<file path="config.mk">
export PLATFORM = sky130hd
export DESIGN_NAME = stack_text_renderer
export DESIGN_NICKNAME = d
export VERILOG_FILES = /design/src/rtl/stack_text_renderer.sv
export SDC_FILE = /design/constraint.sdc
export NUM_CORES = 1
export LEC_CHECK = 0
export ABC_AREA = 1
export CORE_ASPECT_RATIO = 1.4
export CORE_MARGIN = 5
export CORE_UTILIZATION = 53
export DETAILED_ROUTE_END_ITERATION = 10
export PLACE_DENSITY = 0.86
export SLEW_MARGIN = 20
export SYNTH_ARGS = -nofsm -noshare
export SYNTH_HDL_FRONTEND = slang
export SYNTH_SLANG_ARGS = --single-unit
</file>
<file path="constraint.sdc">
create_clock -name clk -period 5.1 [get_ports clk]
set_clock_uncertainty 0.15 [all_clocks]
set_input_delay 1.02 -clock clk [delete_from_list [all_inputs] [get_ports clk]]
set_output_delay 1.02 -clock clk [all_outputs]
set_load 0.01 [all_outputs]
</file>
<file path="src/rtl/stack_text_renderer.sv">
// ============================================================================
// stack_text_renderer
// ----------------------------------------------------------------------------
// Text-mode overlay for the stack calculator display. Draws up to DEPTH stack
// entries, one per 8x16 character row starting at character row ROW0, each as
// DIGITS upper-case hex characters starting at character column COL0. Glyphs
// come from a shared external font ROM with one cycle of read latency.
//
// Stack contents and count are snapshotted on the frame tick (x == 0,
// y == VIDEO_H), so a frame never shows a half-updated stack.
//
// Optional feature, macro RENDER_CURSOR_EN:
//   defined   - the top-of-stack row (entry 0) blinks in inverse video, with a
//               half-period of BLINK_FRAMES frames.
//   undefined - no blink logic; entry 0 renders like every other entry.
//
// Ports:
//   clk                 pixel clock
//   rst_n               asynchronous active-low reset
//   stack_flat          DEPTH entries of DIGITS*4 bits, entry 0 in the LSBs
//   stack_count         number of valid entries (saturates at DEPTH)
//   x_in, y_in          pixel coordinate from the sync generator
//   de_in, hs_in, vs_in display enable and raw syncs
//   font_addr           {char_code[6:0], glyph_row[3:0]} to the font ROM
//   font_data           glyph row, one cycle after font_addr, bit 7 leftmost
//   vga_h_sync/v_sync   syncs delayed to line up with the colour
//   vga_R/G/B           4-bit colour channels
//
// Pipeline: stage 0 decodes and registers font_addr, stage 1 is the ROM read,
// stage 2 selects the pixel bit and registers the colour. Everything at the
// outputs corresponds to the inputs three cycles earlier.
// ============================================================================
module stack_text_renderer #(
    parameter int         DEPTH        = 8,
    parameter int         DIGITS       = 4,
    parameter int         COL0         = 0,
    parameter int         ROW0         = 0,
    parameter int         VIDEO_W      = 640,
    parameter int         VIDEO_H      = 480,
    parameter logic [11:0] FG          = 12'h000,
    parameter logic [11:0] BG          = 12'hFFF,
    parameter int         BLINK_FRAMES = 30
) (
    input  logic                           clk,
    input  logic                           rst_n,
    input  logic [DEPTH*DIGITS*4-1:0]      stack_flat,
    input  logic [$clog2(DEPTH+1)-1:0]     stack_count,
    input  logic [9:0]                     x_in,
    input  logic [9:0]                     y_in,
    input  logic                           de_in,
    input  logic                           hs_in,
    input  logic                           vs_in,
    output logic [10:0]                    font_addr,
    input  logic [7:0]                     font_data,
    output logic                           vga_h_sync,
    output logic                           vga_v_sync,
    output logic [3:0]                     vga_R,
    output logic [3:0]                     vga_G,
    output logic [3:0]                     vga_B
);

    localparam int EW = DIGITS * 4;
    localparam int CW = $clog2(DEPTH + 1);

    // ------------------------------------------------------------------
    // Frame snapshot
    // ------------------------------------------------------------------
    logic [DEPTH*EW-1:0] r_stack_snap;
    logic [CW-1:0]       r_count_snap;
    logic                w_tick;
    logic [EW-1:0]       w_entries [DEPTH];

    assign w_tick = (x_in == 10'd0) && (y_in == 10'(VIDEO_H));

    genvar gi;
    generate
        for (gi = 0; gi < DEPTH; gi++) begin : g_unpack
            assign w_entries[gi] = r_stack_snap[gi*EW +: EW];
        end
    endgenerate

    always_ff @(posedge clk or negedge rst_n) begin
        if (!rst_n) begin
            r_stack_snap <= '0;
            r_count_snap <= '0;
        end else if (w_tick) begin
            r_stack_snap <= stack_flat;
            r_count_snap <= (stack_count > CW'(DEPTH)) ? CW'(DEPTH) : stack_count;
        end
    end

    // ------------------------------------------------------------------
    // Blink state for the top-of-stack row
    // ------------------------------------------------------------------
    logic w_blink_phase;

`ifdef RENDER_CURSOR_EN
    localparam int FCW = (BLINK_FRAMES > 1) ? $clog2(BLINK_FRAMES) : 1;

    logic [FCW-1:0] r_frame_cnt;
    logic           r_blink_phase;

    always_ff @(posedge clk or negedge rst_n) begin
        if (!rst_n) begin
            r_frame_cnt   <= '0;
            r_blink_phase <= 1'b0;
        end else if (w_tick) begin
            if (r_frame_cnt == FCW'(BLINK_FRAMES - 1)) begin
                r_frame_cnt   <= '0;
                r_blink_phase <= ~r_blink_phase;
            end else begin
                r_frame_cnt <= r_frame_cnt + 1'b1;
            end
        end
    end

    assign w_blink_phase = r_blink_phase;
`else
    assign w_blink_phase = 1'b0;
`endif

    // ------------------------------------------------------------------
    // Stage 0: cell decode
    // ------------------------------------------------------------------
    // Coordinates are widened to 32 bits so that offsets below ROW0/COL0
    // wrap to huge values and fail the range tests instead of aliasing.
    logic [31:0] w_x32, w_y32, w_col32, w_row32, w_ent_idx, w_dig_idx;
    logic        w_is_text;
    logic        w_is_inv;
    logic [EW-1:0] w_entry;
    logic [3:0]  w_nib;
    logic [6:0]  w_char;

    assign w_x32     = {22'd0, x_in};
    assign w_y32     = {22'd0, y_in};
    assign w_col32   = {25'd0, x_in[9:3]};
    assign w_row32   = {26'd0, y_in[9:4]};
    assign w_ent_idx = w_row32 - 32'(ROW0);
    assign w_dig_idx = w_col32 - 32'(COL0);

    always_comb begin
        w_is_text = (w_x32 < 32'(VIDEO_W)) && (w_y32 < 32'(VIDEO_H))
                 && (w_row32 >= 32'(ROW0)) && (w_ent_idx < 32'(r_count_snap))
                 && (w_col32 >= 32'(COL0)) && (w_dig_idx < 32'(DIGITS));

        w_entry = '0;
        for (int i = 0; i < DEPTH; i++) begin
            if (w_ent_idx == 32'(i)) w_entry = w_entries[i];
        end

        // Digit 0 is the most significant nibble.
        w_nib = '0;
        for (int k = 0; k < DIGITS; k++) begin
            if (w_dig_idx == 32'(k)) w_nib = w_entry[(DIGITS-1-k)*4 +: 4];
        end

        w_char = (w_nib < 4'd10) ? (7'h30 + {3'd0, w_nib})
                                 : (7'h37 + {3'd0, w_nib});

        w_is_inv = w_is_text && w_blink_phase && (w_ent_idx == 32'd0);
    end

    // ------------------------------------------------------------------
    // Pipeline registers
    // ------------------------------------------------------------------
    logic [10:0] r_font_addr;
    logic        r_text_s1, r_text_s2;
    logic        r_inv_s1,  r_inv_s2;
    logic [2:0]  r_xpix_s1, r_xpix_s2;
    logic        r_de_s1,   r_de_s2;
    logic        r_hs_s1,   r_hs_s2;
    logic        r_vs_s1,   r_vs_s2;

    assign font_addr = r_font_addr;

    always_ff @(posedge clk or negedge rst_n) begin
        if (!rst_n) begin
            r_font_addr <= '0;
            r_text_s1   <= 1'b0;
            r_inv_s1    <= 1'b0;
            r_xpix_s1   <= '0;
            r_de_s1     <= 1'b0;
            r_hs_s1     <= 1'b1;
            r_vs_s1     <= 1'b1;
            r_text_s2   <= 1'b0;
            r_inv_s2    <= 1'b0;
            r_xpix_s2   <= '0;
            r_de_s2     <= 1'b0;
            r_hs_s2     <= 1'b1;
            r_vs_s2     <= 1'b1;
        end else begin
            // Stage 0 -> 1
            r_font_addr <= w_is_text ? {w_char, y_in[3:0]} : 11'd0;
            r_text_s1   <= w_is_text;
            r_inv_s1    <= w_is_inv;
            r_xpix_s1   <= x_in[2:0];
            r_de_s1     <= de_in;
            r_hs_s1     <= hs_in;
            r_vs_s1     <= vs_in;
            // Stage 1 -> 2 (ROM read in flight)
            r_text_s2   <= r_text_s1;
            r_inv_s2    <= r_inv_s1;
            r_xpix_s2   <= r_xpix_s1;
            r_de_s2     <= r_de_s1;
            r_hs_s2     <= r_hs_s1;
            r_vs_s2     <= r_vs_s1;
        end
    end

    // ------------------------------------------------------------------
    // Stage 2: pixel select and colour register
    // ------------------------------------------------------------------
    logic        w_pix_on;
    logic [11:0] w_colour;

    always_comb begin
        // ROM data is only meaningful for text cells; others stay BG.
        w_pix_on = r_text_s2 && font_data[3'd7 - r_xpix_s2];
        if (!r_de_s2)
            w_colour = 12'h000;
        else if (w_pix_on ^ r_inv_s2)
            w_colour = FG;
        else
            w_colour = BG;
    end

    always_ff @(posedge clk or negedge rst_n) begin
        if (!rst_n) begin
            vga_R      <= 4'd0;
            vga_G      <= 4'd0;
            vga_B      <= 4'd0;
            vga_h_sync <= 1'b1;
            vga_v_sync <= 1'b1;
        end else begin
            vga_R      <= w_colour[11:8];
            vga_G      <= w_colour[7:4];
            vga_B      <= w_colour[3:0];
            vga_h_sync <= r_hs_s2;
            vga_v_sync <= r_vs_s2;
        end
    end

endmodule
</file>
==> flow_summary.json <==
{
  "status": "complete, no violations",
  "cts.sinks": 160,
  "grt_pass1_wl_um": 33300,
  "cp_slowest_stage_delay_ns": 0.59,
  "drt_pass1_iterations": 5,
  "antenna_found_initial": 0,
  "finalNetCount": 1240,
  "ctsHoldBuffers": 0,
  "rr_worst_depth": 9,
  "cts_tree": "built",
  "finalCritPeriodShare": 0.785,
  "fin_area_mm2": 0.00994,
  "worstPathArrival_ns": 4.18,
  "post_cts_resized": 0,
  "final.fill_count": 1042,
  "hold_path_class": "reg -> reg",
  "ys_seq_elements": 160,
  "post-route-util": 0.718,
  "synth_nets": 1077,
  "grt_max_degree": 83,
  "p_leak_nw": 5.14,
  "cts_setup_buffers": 0,
  "finalSetupTns_ns": 0,
  "cp-start-kind": "primary input",
  "seq_area_mm2": 0.00401,
  "clk_latency_ns": 0.43,
  "max_slew_margin": 0.458,
  "whs_ns": 0.197,
  "synthCells": 908,
  "root_buffer": "clkbuf_16",
  "die-width_um": 110,
  "area_delta_synth_final_pct": 33.9,
  "finalMaxSlewViolations": 0,
  "pin_count": 190,
  "path_clk_slew_ns": 0.07,
  "io_buffers": 189,
  "final.min_clock_period_ns": 4.00,
  "crit_top_cell": "nand2_1",
  "drive_gt1_frac": 0.0756,
  "ir_drop_mv": 0.211,
  "path_cells": "clkdlybuf4s50_1, nor2_4, inv_2, nor4_4, nand2_1, nand4_1, nand2_1, nand3_1, nand2_1, a21oi_1, inv_1, ha_1, nand2_1, nand3_2, nor2_1, nor2_1",
  "core-area_mm2": 0.0138,
  "hold_viol": 0,
  "r2r_setup_slack_ns": 2.93,
  "r2r_start": "r_count_snap[1]$_DFFE_PN0P_",
  "power_density_mw_per_mm2": 286,
  "syn_avg_cell_area_um2": 8.17,
  "met3_length_um": 1530,
  "setup_violations": 0,
  "instances_no_fill": 1269,
  "ant_nets": 0,
  "maxUsedRoutingLayer": "met4",
  "tightest_slew_ns": 0.807,
  "num_antenna_cells": 0,
  "place_congestion": 0.907,
  "grtUsageTotal": 0.267,
  "path_max_fanout": 23,
  "cp_top_family": "simple AND/OR/NAND/NOR gates",
  "cts_made_buffers": 17,
  "die_h_um": 150,
  "start_util": 0.536,
  "hpwl_um": 15700,
  "hold_end": "r_xpix_s2[0]$_DFF_PN0_",
  "netlist_area_mm2": 0.00742,
  "wl_met2_um": 11100,
  "required_ns": 5.27,
  "vias": 6657,
  "cp_slowest_cell": "nor4_4",
  "hp-start": "r_xpix_s1[0]$_DFF_PN0_",
  "drt-met1-wl_um": 8270,
  "rows": 51,
  "drc": 0,
  "grt_pass1_vias": 6576,
  "grt_setup_unrepaired": "no",
  "initialDrtViolationCount": 559,
  "reg2reg_to": "font_addr[6]$_DFF_PN0_",
  "max_clock_freq_mhz": 250,
  "placed_cell_area_mm2": 0.00931,
  "post_drt_wl_per_cell_um": 17.1,
  "synth_warnings": 0,
  "hold_path_depth": 0,
  "clk_path_buf_depth": 2,
  "dieArea_mm2": 0.0165,
  "viasPerCell": 5.25,
  "cp-end-kind": "register",
  "dp_cells": 1237,
  "crit_type": "in -> reg",
  "ys_seq_area_frac": 0.541,
  "htreeDepth": 4,
  "synth_cell_types": 41,
  "crit_buf_inv": 3,
  "routed_wl_um": 21600,
  "maxCapViolCount": 0,
  "multiInputGateArea_mm2": 0.00291,
  "grt.overflow.total": 0
}
placed cells by master (no fill, tap or decap), types with 4 or more instances in the layout:
cell type	instances
a21oi_1	22
nand3_1	19
nand2_1	461
clkbuf_16	17
nor2_4	7
dfrtp_1	154
o21ai_0	23
nand2_2	6
nor3_1	6
clkdlybuf4s50_1	188
o21ai_1	4
nand4_1	35
buf_4	5
clkbuf_1	4
inv_1	44
bufinv_16	4
inv_2	10
dfstp_2	6
nand3_2	4
nor2_1	21
ha_1	4
synthesized netlist by cell type (all sizes together):
cell	n	area [um^2]
nand2	470	1790
dfrtp	154	3850
inv	55	206
buf	35	240
nand4	35	219
nor2	30	184
o21ai	29	160
a21oi	23	119
nand3	23	135
clkbuf	16	60.1
nor3	7	46.3
dfstp	6	158
ha	4	50.1
a221oi	3	45.0
nor4	3	33.8
mux2i	2	20.0
nand3b	2	15.0
o211ai	2	15.0
or2	2	12.5
a21boi	1	7.51
a22o	1	8.76
o21a	1	7.51
o21bai	1	7.51
o22ai	1	6.26
o2bb2ai	1	8.76
or3	1	6.26
cell families (layout without fill, tap and decap cells):
logic type | Yosys count | after routing | synth area share
buffers and inverters | 106 | 282 | 0.0683
multiplexers | 2 | 2 | 0.00270
AND/OR/NAND/NOR | 573 | 573 | 0.330
adder cells (fa/ha/maj) | 4 | 4 | 0.00675
flip-flops | 160 | 160 | 0.541
AO/OA/AOI/OAI | 63 | 63 | 0.0519
layout make-up:
| class | instances | area share |
|---|---|---|
| Clock inverter | 9 | 0.0160 |
| Inverter | 55 | 0.0209 |
| Tap cell | 185 | 0.0233 |
| Multi-Input combinational cell | 642 | 0.293 |
| Sequential cell | 160 | 0.404 |
| Clock buffer | 23 | 0.0471 |
| Timing Repair Buffer | 195 | 0.196 |
stage by stage:
step                      setup slack [ns]  total power [mW]
after floorplan                       2.11              1.34
after global placement               0.892              1.51
after detailed placement             0.748              1.51
after CTS                             1.15              2.86
after global routing                 0.815              2.92
final                                 1.10              2.85
sequential cells by signal (all words and copies together) (netlist names), 3 cells and up:
name and flops:
font_addr 11, r_xpix_s1 3, r_count_snap 4, r_xpix_s2 3, r_stack_snap 128
per-layer routing:
| metal | track usage | up-vias |
|---|---|---|
| li1 | - | 3164 |
| met1 | 0.326 | 3135 |
| met2 | 0.464 | 302 |
| met3 | 0.0479 | 56 |
| met4 | 0.104 | 0 |
| met5 | 0 | - |
power by group:
part	total, mW	switching, mW	internal (mW)
Sequential	1.28	0.00383	1.28
Combinational	0.208	0.0794	0.129
Clock	1.36	0.509	0.847
Total	2.85	0.592	2.25
how the worst max path moves through the flow:
| stage | start | depth (start not counted) | endpoint |
|---|---|---|---|
| global route | y_in[9] | 16 | font_addr[6]$_DFF_PN0_ |
| detailed placement | y_in[8] | 14 | font_addr[5]$_DFF_PN0_ |
| CTS | y_in[8] | 16 | font_addr[6]$_DFF_PN0_ |
| finish | y_in[9] | 16 | font_addr[6]$_DFF_PN0_ |
| floorplan | y_in[9] | 14 | font_addr[5]$_DFF_PN0_ |
| global placement | y_in[9] | 16 | font_addr[6]$_DFF_PN0_ |
Note: power is estimated with default switching activity, not from simulation.
